<file path="src/rtl/cpri_rx_pkg.sv">
// cpri_rx_pkg
// Shared definitions for the CPRI receive-side scheduler:
//   sched_st_t       - scheduler FSM states
//   CPRI_CHIP_WORDS  - words per chip (read addresses 7..90 inclusive)
//   CPRI_FIRST_ADDR  - first lane buffer word address of a chip
//   CPRI_LAST_ADDR   - last lane buffer word address of a chip
//   sel_width()      - select width that stays at least one bit for a single lane
package cpri_rx_pkg;

  typedef enum logic [1:0] {
    IDLE  = 2'd0,
    ARB   = 2'd1,
    BURST = 2'd2,
    GAP   = 2'd3
  } sched_st_t;

  localparam int CPRI_FIRST_ADDR = 7;
  localparam int CPRI_LAST_ADDR  = 90;
  localparam int CPRI_CHIP_WORDS = CPRI_LAST_ADDR - CPRI_FIRST_ADDR + 1;

  // A single-lane build still needs a one-bit select so the ports stay legal.
  function automatic int sel_width(input int lanes);
    return (lanes > 1) ? $clog2(lanes) : 1;
  endfunction

endpackage

</file>
<file path="src/rtl/cpri_rx_sched_rr_arbiter.sv">
// rr_arbiter
// Combinational circular priority pick: returns the first requesting lane at
// or after the round-robin pointer, wrapping past the highest lane.
// Ports:
//   i_req        LANE_NUM  request vector
//   i_rr_ptr     SEL_W     lane with highest priority this round
//   o_grant      SEL_W     chosen lane index (0 when nothing requests)
//   o_grant_vld  1         at least one request present
module rr_arbiter #(
  parameter int LANE_NUM = 4,
  parameter int SEL_W    = 2
) (
  input  logic [LANE_NUM-1:0] i_req,
  input  logic [SEL_W-1:0]    i_rr_ptr,
  output logic [SEL_W-1:0]    o_grant,
  output logic                o_grant_vld
);

  // Walk the offsets from the farthest to the nearest so the lane closest to
  // the pointer is the last one written and therefore wins.
  always_comb begin
    int w_idx;
    logic [SEL_W-1:0] w_lane;
    o_grant     = '0;
    o_grant_vld = 1'b0;
    w_idx       = 0;
    w_lane      = '0;
    for (int i = LANE_NUM - 1; i >= 0; i--) begin
      w_idx = int'(i_rr_ptr) + i;
      if (w_idx >= LANE_NUM) begin
        w_idx = w_idx - LANE_NUM;
      end
      w_lane = w_idx[SEL_W-1:0];
      if (i_req[w_lane]) begin
        o_grant     = w_lane;
        o_grant_vld = 1'b1;
      end
    end
  end

endmodule

</file>
<file path="src/rtl/cpri_rx_sched.sv">
// cpri_rx_sched
// Round-robin read scheduler for LANE_NUM CPRI RX loop-buffer readers. One
// lane at a time gets an uninterruptible burst of CHIP_WORDS rready cycles,
// followed by GAP_CYCLES idle cycles and one arbitration cycle. A pipeline of
// SEL_LATENCY stages realigns lane select and chip framing with the IQ data
// that appears at the lane outputs.
// Optional feature macro: CPRI_RX_SCHED_STAT_EN adds per-lane chip counters
// (o_chip_cnt) and a saturating starvation counter (o_stall_cnt).
// Ports:
//   rd_clk       1         scheduler clock (lane read domain)
//   rd_rst       1         asynchronous active-high reset
//   i_rx_enable  1         global scheduling enable
//   i_lane_en    LANE_NUM  static per-lane enable mask
//   i_lane_vld   LANE_NUM  lane holds at least one complete chip
//   o_rready     LANE_NUM  one-hot read-ready to the lanes
//   o_sel        SEL_W     lane index aligned to output data
//   o_sel_vld    1         o_sel/data valid
//   o_sof        1         first word of a chip at the output
//   o_eof        1         last word of a chip at the output
//   o_chip_done  1         pulse on the last rready cycle of a burst (unaligned)
//   o_busy       1         scheduler not idle
//   o_chip_cnt   LANE_NUMx16 per-lane wrapping chip counters (stat build only)
//   o_stall_cnt  16        saturating count of starved ARB cycles (stat build only)
module cpri_rx_sched
  import cpri_rx_pkg::*;
#(
  parameter int LANE_NUM    = 4,
  parameter int CHIP_WORDS  = CPRI_CHIP_WORDS,
  parameter int GAP_CYCLES  = 2,
  parameter int SEL_LATENCY = 3,
  parameter int SEL_W       = sel_width(LANE_NUM)
) (
  input  logic                rd_clk,
  input  logic                rd_rst,
  input  logic                i_rx_enable,
  input  logic [LANE_NUM-1:0] i_lane_en,
  input  logic [LANE_NUM-1:0] i_lane_vld,
  output logic [LANE_NUM-1:0] o_rready,
  output logic [SEL_W-1:0]    o_sel,
  output logic                o_sel_vld,
  output logic                o_sof,
  output logic                o_eof,
  output logic                o_chip_done,
  output logic                o_busy
`ifdef CPRI_RX_SCHED_STAT_EN
  ,
  output logic [LANE_NUM-1:0][15:0] o_chip_cnt,
  output logic [15:0]               o_stall_cnt
`endif
);

  localparam int CNT_W = $clog2(CHIP_WORDS);
  localparam int GAP_W = (GAP_CYCLES > 1) ? $clog2(GAP_CYCLES) : 1;
  localparam logic [CNT_W-1:0] LAST_WORD = CNT_W'(CHIP_WORDS - 1);
  localparam logic [GAP_W-1:0] LAST_GAP  = GAP_W'(GAP_CYCLES - 1);
  localparam logic [SEL_W-1:0] LAST_LANE = SEL_W'(LANE_NUM - 1);

  sched_st_t        r_state, w_nxt_state;
  logic [SEL_W-1:0] r_grant, w_nxt_grant;
  logic [SEL_W-1:0] r_rr_ptr, w_nxt_rr_ptr;
  logic [CNT_W-1:0] r_word_cnt, w_nxt_word_cnt;
  logic [GAP_W-1:0] r_gap_cnt, w_nxt_gap_cnt;
  logic             w_chip_done;
  logic             w_burst;

  logic [LANE_NUM-1:0] w_req;
  logic [SEL_W-1:0]    w_arb_grant;
  logic                w_arb_vld;

  logic [SEL_LATENCY-1:0]            r_vld_pipe;
  logic [SEL_LATENCY-1:0]            r_sof_pipe;
  logic [SEL_LATENCY-1:0]            r_eof_pipe;
  logic [SEL_LATENCY-1:0][SEL_W-1:0] r_sel_pipe;

  assign w_req   = i_lane_vld & i_lane_en;
  assign w_burst = (r_state == BURST);

  rr_arbiter #(
    .LANE_NUM (LANE_NUM),
    .SEL_W    (SEL_W)
  ) u_rr_arbiter (
    .i_req       (w_req),
    .i_rr_ptr    (r_rr_ptr),
    .o_grant     (w_arb_grant),
    .o_grant_vld (w_arb_vld)
  );

  // State and burst bookkeeping registers.
  always_ff @(posedge rd_clk or posedge rd_rst) begin
    if (rd_rst) begin
      r_state    <= IDLE;
      r_grant    <= '0;
      r_rr_ptr   <= '0;
      r_word_cnt <= '0;
      r_gap_cnt  <= '0;
    end else begin
      r_state    <= w_nxt_state;
      r_grant    <= w_nxt_grant;
      r_rr_ptr   <= w_nxt_rr_ptr;
      r_word_cnt <= w_nxt_word_cnt;
      r_gap_cnt  <= w_nxt_gap_cnt;
    end
  end

  // BURST ignores enable and request changes entirely: cutting a burst short
  // would leave the lane's read address off its chip boundary.
  always_comb begin
    w_nxt_state    = r_state;
    w_nxt_grant    = r_grant;
    w_nxt_rr_ptr   = r_rr_ptr;
    w_nxt_word_cnt = r_word_cnt;
    w_nxt_gap_cnt  = r_gap_cnt;
    w_chip_done    = 1'b0;
    case (r_state)
      IDLE: begin
        if (i_rx_enable) begin
          w_nxt_state = ARB;
        end
      end
      ARB: begin
        if (!i_rx_enable) begin
          w_nxt_state = IDLE;
        end else if (w_arb_vld) begin
          w_nxt_grant    = w_arb_grant;
          w_nxt_rr_ptr   = (w_arb_grant == LAST_LANE) ? '0 : w_arb_grant + 1'b1;
          w_nxt_word_cnt = '0;
          w_nxt_state    = BURST;
        end
      end
      BURST: begin
        if (r_word_cnt == LAST_WORD) begin
          w_chip_done    = 1'b1;
          w_nxt_word_cnt = '0;
          w_nxt_gap_cnt  = '0;
          w_nxt_state    = GAP;
        end else begin
          w_nxt_word_cnt = r_word_cnt + 1'b1;
        end
      end
      GAP: begin
        if (r_gap_cnt == LAST_GAP) begin
          w_nxt_gap_cnt = '0;
          w_nxt_state   = i_rx_enable ? ARB : IDLE;
        end else begin
          w_nxt_gap_cnt = r_gap_cnt + 1'b1;
        end
      end
      default: w_nxt_state = IDLE;
    endcase
  end

  always_comb begin
    o_rready = '0;
    if (w_burst) begin
      o_rready[r_grant] = 1'b1;
    end
  end

  // Alignment pipeline: the lane presents IQ data SEL_LATENCY cycles after
  // rready, so select and framing travel through the same number of stages.
  always_ff @(posedge rd_clk or posedge rd_rst) begin
    if (rd_rst) begin
      r_vld_pipe <= '0;
      r_sof_pipe <= '0;
      r_eof_pipe <= '0;
      r_sel_pipe <= '0;
    end else begin
      r_vld_pipe[0] <= w_burst;
      r_sel_pipe[0] <= w_burst ? r_grant : '0;
      r_sof_pipe[0] <= w_burst && (r_word_cnt == '0);
      r_eof_pipe[0] <= w_burst && (r_word_cnt == LAST_WORD);
      for (int i = 1; i < SEL_LATENCY; i++) begin
        r_vld_pipe[i] <= r_vld_pipe[i-1];
        r_sel_pipe[i] <= r_sel_pipe[i-1];
        r_sof_pipe[i] <= r_sof_pipe[i-1];
        r_eof_pipe[i] <= r_eof_pipe[i-1];
      end
    end
  end

  assign o_sel_vld   = r_vld_pipe[SEL_LATENCY-1];
  assign o_sel       = r_sel_pipe[SEL_LATENCY-1];
  assign o_sof       = r_vld_pipe[SEL_LATENCY-1] & r_sof_pipe[SEL_LATENCY-1];
  assign o_eof       = r_vld_pipe[SEL_LATENCY-1] & r_eof_pipe[SEL_LATENCY-1];
  assign o_chip_done = w_chip_done;
  assign o_busy      = (r_state != IDLE);

`ifdef CPRI_RX_SCHED_STAT_EN
  logic [LANE_NUM-1:0][15:0] r_chip_cnt;
  logic [15:0]               r_stall_cnt;

  // Chip counters wrap; the stall counter sticks at all-ones so a long
  // starvation period is still visible.
  always_ff @(posedge rd_clk or posedge rd_rst) begin
    if (rd_rst) begin
      r_chip_cnt  <= '0;
      r_stall_cnt <= '0;
    end else begin
      if (w_chip_done) begin
        r_chip_cnt[r_grant] <= r_chip_cnt[r_grant] + 16'd1;
      end
      if ((r_state == ARB) && i_rx_enable && (w_req == '0) && (r_stall_cnt != 16'hFFFF)) begin
        r_stall_cnt <= r_stall_cnt + 16'd1;
      end
    end
  end

  assign o_chip_cnt  = r_chip_cnt;
  assign o_stall_cnt = r_stall_cnt;
`else
  // Statistics counters are not built in this configuration.
`endif

endmodule
</file>
<file path="config.mk">
export PLATFORM = sky130hd
export DESIGN_NAME = cpri_rx_sched
export DESIGN_NICKNAME = d
export VERILOG_FILES = /design/src/rtl/cpri_rx_pkg.sv /design/src/rtl/cpri_rx_sched_rr_arbiter.sv /design/src/rtl/cpri_rx_sched.sv
export SDC_FILE = /design/constraint.sdc
export NUM_CORES = 1
export LEC_CHECK = 0
export CORE_MARGIN = 4
export CORE_UTILIZATION = 55
export DETAILED_ROUTE_END_ITERATION = 7
export PLACE_DENSITY = 0.87
export SYNTH_ARGS = -nofsm -noshare
export SYNTH_HDL_FRONTEND = slang
export SYNTH_HIERARCHICAL = 1
export SYNTH_SLANG_ARGS = --single-unit
</file>
<file path="constraint.sdc">
create_clock -name rd_clk -period 3.9 [get_ports rd_clk]
set_clock_uncertainty 0.1 [all_clocks]
set_input_delay 0.78 -clock rd_clk [delete_from_list [all_inputs] [get_ports rd_clk]]
set_output_delay 0.78 -clock rd_clk [all_outputs]
set_load 0.02 [all_outputs]
</file>
==> impl_results.rst <==
.. list-table::
   :header-rows: 1

   * - Metric
     - Value
   * - HPWL after detailed placement
     - 1710 µm
   * - Worst hold slack
     - 0.255 ns
   * - Count of input and output buffers
     - 21
   * - Type of the setup path with the least slack
     - flop to output pin
   * - Clk sinks
     - 29
   * - DR WL met2
     - 1140 µm
   * - Leakage power
     - 0.718 nW
   * - Switching Fraction
     - 0.226
   * - Comb pwr share
     - 0.050
   * - Sequential group share of total power
     - 0.609
   * - Max H-tree Level
     - 2
   * - Achievable frequency
     - 333 MHz
   * - Number of remaining DRC errors
     - 0
   * - Slowest cell delay on critical path
     - 0.62 ns
   * - GRT Util Overall
     - 0.164
   * - Detailed-route via count
     - ~940
   * - Share of the synthesized area in compound gates (AO/OA/AOI/OAI)
     - 0.0916
   * - Starting Density
     - 0.587
   * - Final weighted congestion in routability-driven placement
     - 0.717
   * - Placed instance count
     - 164
   * - Final hold violation count
     - 0
   * - Crit share post-route
     - 0.770
   * - Xor/xnor cell area share of the yosys netlist
     - 0
   * - Routed wire length
     - ~2300 µm
   * - Pin slew with the least headroom to its limit
     - 1.05 ns
   * - Master cell of the clock root buffer
     - sky130_fd_sc_hd__clkbuf_4
   * - Dominant combinational cell family by area after synthesis
     - simple AND/OR/NAND/NOR gates
   * - Cell types with the highest counts after synthesis
     - 29 x sky130_fd_sc_hd__dfrtp_1, 14 x sky130_fd_sc_hd__nand2_1, 9 x sky130_fd_sc_hd__nand3_1
   * - Number of synthesized flops with an enable pin
     - 0
   * - Slew headroom
     - 0.302
   * - Clock transition time at the flip-flop clock pins of the worst setup and hold paths
     - 0.09 ns
   * - Clock latency reported for the late side of the worst-skew pair
     - approximately 0.32 ns
   * - Synthesized area
     - 1310 µm²
   * - Worst-path cell chain
     - nand2b_4 > inv_2 > and2_1 > nor2b_1 > clkdlybuf4s50_1
   * - Synthesized netlist net count
     - 133
   * - Mux share of post-synthesis cell area
     - 0.0496
   * - Initial antenna violation count
     - 0
   * - Share of synthesized flip-flops with an asynchronous set or reset
     - 1.00
   * - CTS resizes
     - 0
   * - Worst-case clock buffer depth
     - 2
   * - Vias per cell
     - 5.48
   * - Routed wirelength normalized by instance count
     - ~13 µm
   * - Number of inserted diodes
     - 0
   * - Most instantiated flip-flop cell in the synthesis netlist
     - sky130_fd_sc_hd__dfrtp_1
   * - Area share of fa/ha/maj cells after synthesis
     - 0.0286
   * - Main area contributors after synthesis
     - sky130_fd_sc_hd__dfrtp_1 55%, sky130_fd_sc_hd__nand2_1 4.0%, sky130_fd_sc_hd__and2_1 3.8%
   * - Setup slack of the worst register-to-register path
     - 2.17 ns
   * - Cell area after layout
     - ~1600 µm²
   * - Iteration-0 DRC count of the detailed router
     - 10
   * - Data arrival time at the worst-slack endpoint
     - 2.12 ns
   * - Clock tree from TritonCTS
     - done
   * - Io pins
     - 22
   * - Top-area cell type share of the netlist area
     - 0.553
   * - Shortest clock period the worst path allows after layout
     - 3.00 ns
   * - Max-Cap Viols
     - 0
   * - Vias in the first global route
     - approximately 950
   * - Remaining global-route overflow
     - 0
   * - VDD IR max
     - roughly 0.22 mV
   * - Area growth, synth to finish
     - 20.0%
   * - Height of the chip
     - 56.8 µm
   * - Synthesized-area fraction occupied by and/or/nand/nor cells
     - 0.234
   * - Placeable Area
     - 2230 µm²
   * - Gate Count Post-Synth
     - around 120
   * - Post-route antenna net violation count
     - 0
   * - X dimension of the die
     - 56.8 µm
   * - Buf/Inv on CP
     - 2
   * - Setup-failing EPs final
     - 0
   * - Outcome
     - complete, no violations
   * - Capturing element type of the critical path
     - output pin
   * - Filler cells
     - ~170
   * - Share of final-layout standard cells stronger than drive strength 1
     - 0.132
   * - Pin count of the biggest net entering global routing
     - 30
   * - Final instance count without filler cells
     - between 150 and 200
   * - Number of standard-cell rows in the floorplan
     - 17
   * - Count of state elements after synthesis
     - 29
   * - Number of buffers created by CTS
     - 5
   * - Average size of a mapped cell
     - 11.0 µm²
   * - Post-synthesis cell type with the largest combined area
     - sky130_fd_sc_hd__dfrtp_1
   * - Buffer count from post-CTS setup fixing
     - 0
   * - Total of warnings raised by yosys
     - 6
   * - Met3 wire len
     - 140 µm
   * - Cell family contributing the most delay on the critical path
     - buffers and inverters
   * - Areal power density over the cells
     - 313 nW/µm²
   * - Post-placement cell area
     - 1520 µm²
   * - Cell with the most instances after synthesis
     - sky130_fd_sc_hd__dfrtp_1
   * - Seq/Total Area, Yosys
     - 0.553
   * - Utilization after layout
     - 0.705
   * - Layout net count
     - 157
   * - Clock group share of total power
     - 0.341
   * - Switching component of the power
     - ~0.11 mW
   * - Length of the first detailed-routing pass in iterations
     - 4
   * - Slowest-stage cell, CP
     - sky130_fd_sc_hd__clkdlybuf4s50_1
   * - First-pass GRT wire length
     - 4070 µm
   * - Final number of max-transition violations
     - 0
   * - Maximum net fanout on the critical path
     - 13
   * - Class of the worst hold path
     - flop to flop
   * - CP Data Required Time
     - between 3 and 4 ns
   * - Setup repair after global routing missed its margin
     - no
   * - Nature of the critical path startpoint
     - flop
   * - Area enclosed by the die boundary
     - 3230 µm²
   * - WL met1
     - just over 1000 µm
   * - Aggregate negative setup slack
     - 0 ns
   * - Highest routed layer
     - met4
   * - Library cells used by synthesis
     - 35
   * - Number of buffers added to fix hold violations after cts
     - 0
   * - P_int
     - 0.381 mW
## final timing paths
| check | startpoint | endpoint | depth (start not counted) |
|---|---|---|---|
| hold / removal | r_vld_pipe[1] | r_vld_pipe[2] | 0 |
| setup reg to reg | flop | r_grant[0] | 2 |
| max in group asynchronous | rd_rst | r_state[0] | 2 |
| setup / recovery | r_state[0] | o_rready[1] | 5 |
| hold reg to reg | r_vld_pipe[1] | r_vld_pipe[2] | 0 |
| min in group asynchronous | rd_rst | r_sel_pipe[2] | 2 |
## sequential cells by signal (all words and copies together) (netlist names), named ones only
signal      flops
r_sof_pipe      3
o_sel           2
r_sel_pipe      4
r_word_cnt      7
r_rr_ptr        2
r_gap_cnt       1
r_state         1
r_grant         2
r_eof_pipe      3
r_vld_pipe      3
## cell families (layout without fill, tap and decap cells)
group,count (synthesis),in the layout
multiplexers,6,6
adder cells (fa/ha/maj),3,3
AO/OA/AOI/OAI,16,16
buffers and inverters,10,35
flip-flops,29,29
AND/OR/NAND/NOR,55,55
## layer usage
metal  GRT usage  vias to the layer above
li1            -                      462
met1       0.189                      450
met2       0.269                       28
met3      0.0644                        2
met4      0.0695                        0
met5           0                        -
## placed cells by master, fill, tap and decap left out, types with 2 or more instances in the layout
cell	n
sky130_fd_sc_hd__a21oi_1	2
sky130_fd_sc_hd__nand2_1	14
sky130_fd_sc_hd__clkbuf_4	5
sky130_fd_sc_hd__mux2i_1	2
sky130_fd_sc_hd__nor2b_1	3
sky130_fd_sc_hd__nor2_1	4
sky130_fd_sc_hd__mux2_2	4
sky130_fd_sc_hd__nor3_1	4
sky130_fd_sc_hd__inv_1	5
sky130_fd_sc_hd__nor3b_1	2
sky130_fd_sc_hd__nand2b_1	3
sky130_fd_sc_hd__o22ai_1	2
sky130_fd_sc_hd__ha_1	3
sky130_fd_sc_hd__clkdlybuf4s50_1	21
sky130_fd_sc_hd__o211ai_1	2
sky130_fd_sc_hd__o21ai_0	3
sky130_fd_sc_hd__and2_1	8
sky130_fd_sc_hd__clkinv_2	2
sky130_fd_sc_hd__nand3_1	9
sky130_fd_sc_hd__dfrtp_1	29
## power groups by stage
stage | clock network, mW | registers [mW] | logic [mW]
2_1_floorplan | 0 | 0.306 | 0.0121
3_3_place_gp | 0 | 0.306 | 0.0240
3_5_place_dp | 0 | 0.306 | 0.0251
4_1_cts | 0.177 | 0.300 | 0.0251
5_1_grt | 0.192 | 0.301 | 0.0282
6_report | 0.168 | 0.300 | 0.0245
## final cells by class
class	count	area, µm²	area share
flip-flops and latches	29	726	0.461
multi-input cells	80	529	0.336
repair buffers	21	210	0.134
clock buffers	6	41.3	0.0262
well taps	28	35.0	0.0223
inverters	6	22.5	0.0143
clock inverters	2	10.0	0.00636
## per-stage QoR
stage / setup WS, ns / power, mW
final: 0.895 / 0.493
after global routing: 0.728 / 0.520
after CTS: 0.873 / 0.503
after detailed placement: 1.18 / 0.331
after global placement: 1.28 / 0.330
after floorplan: 1.77 / 0.319
No activity file was read; power rests on OpenSTA's default activity.
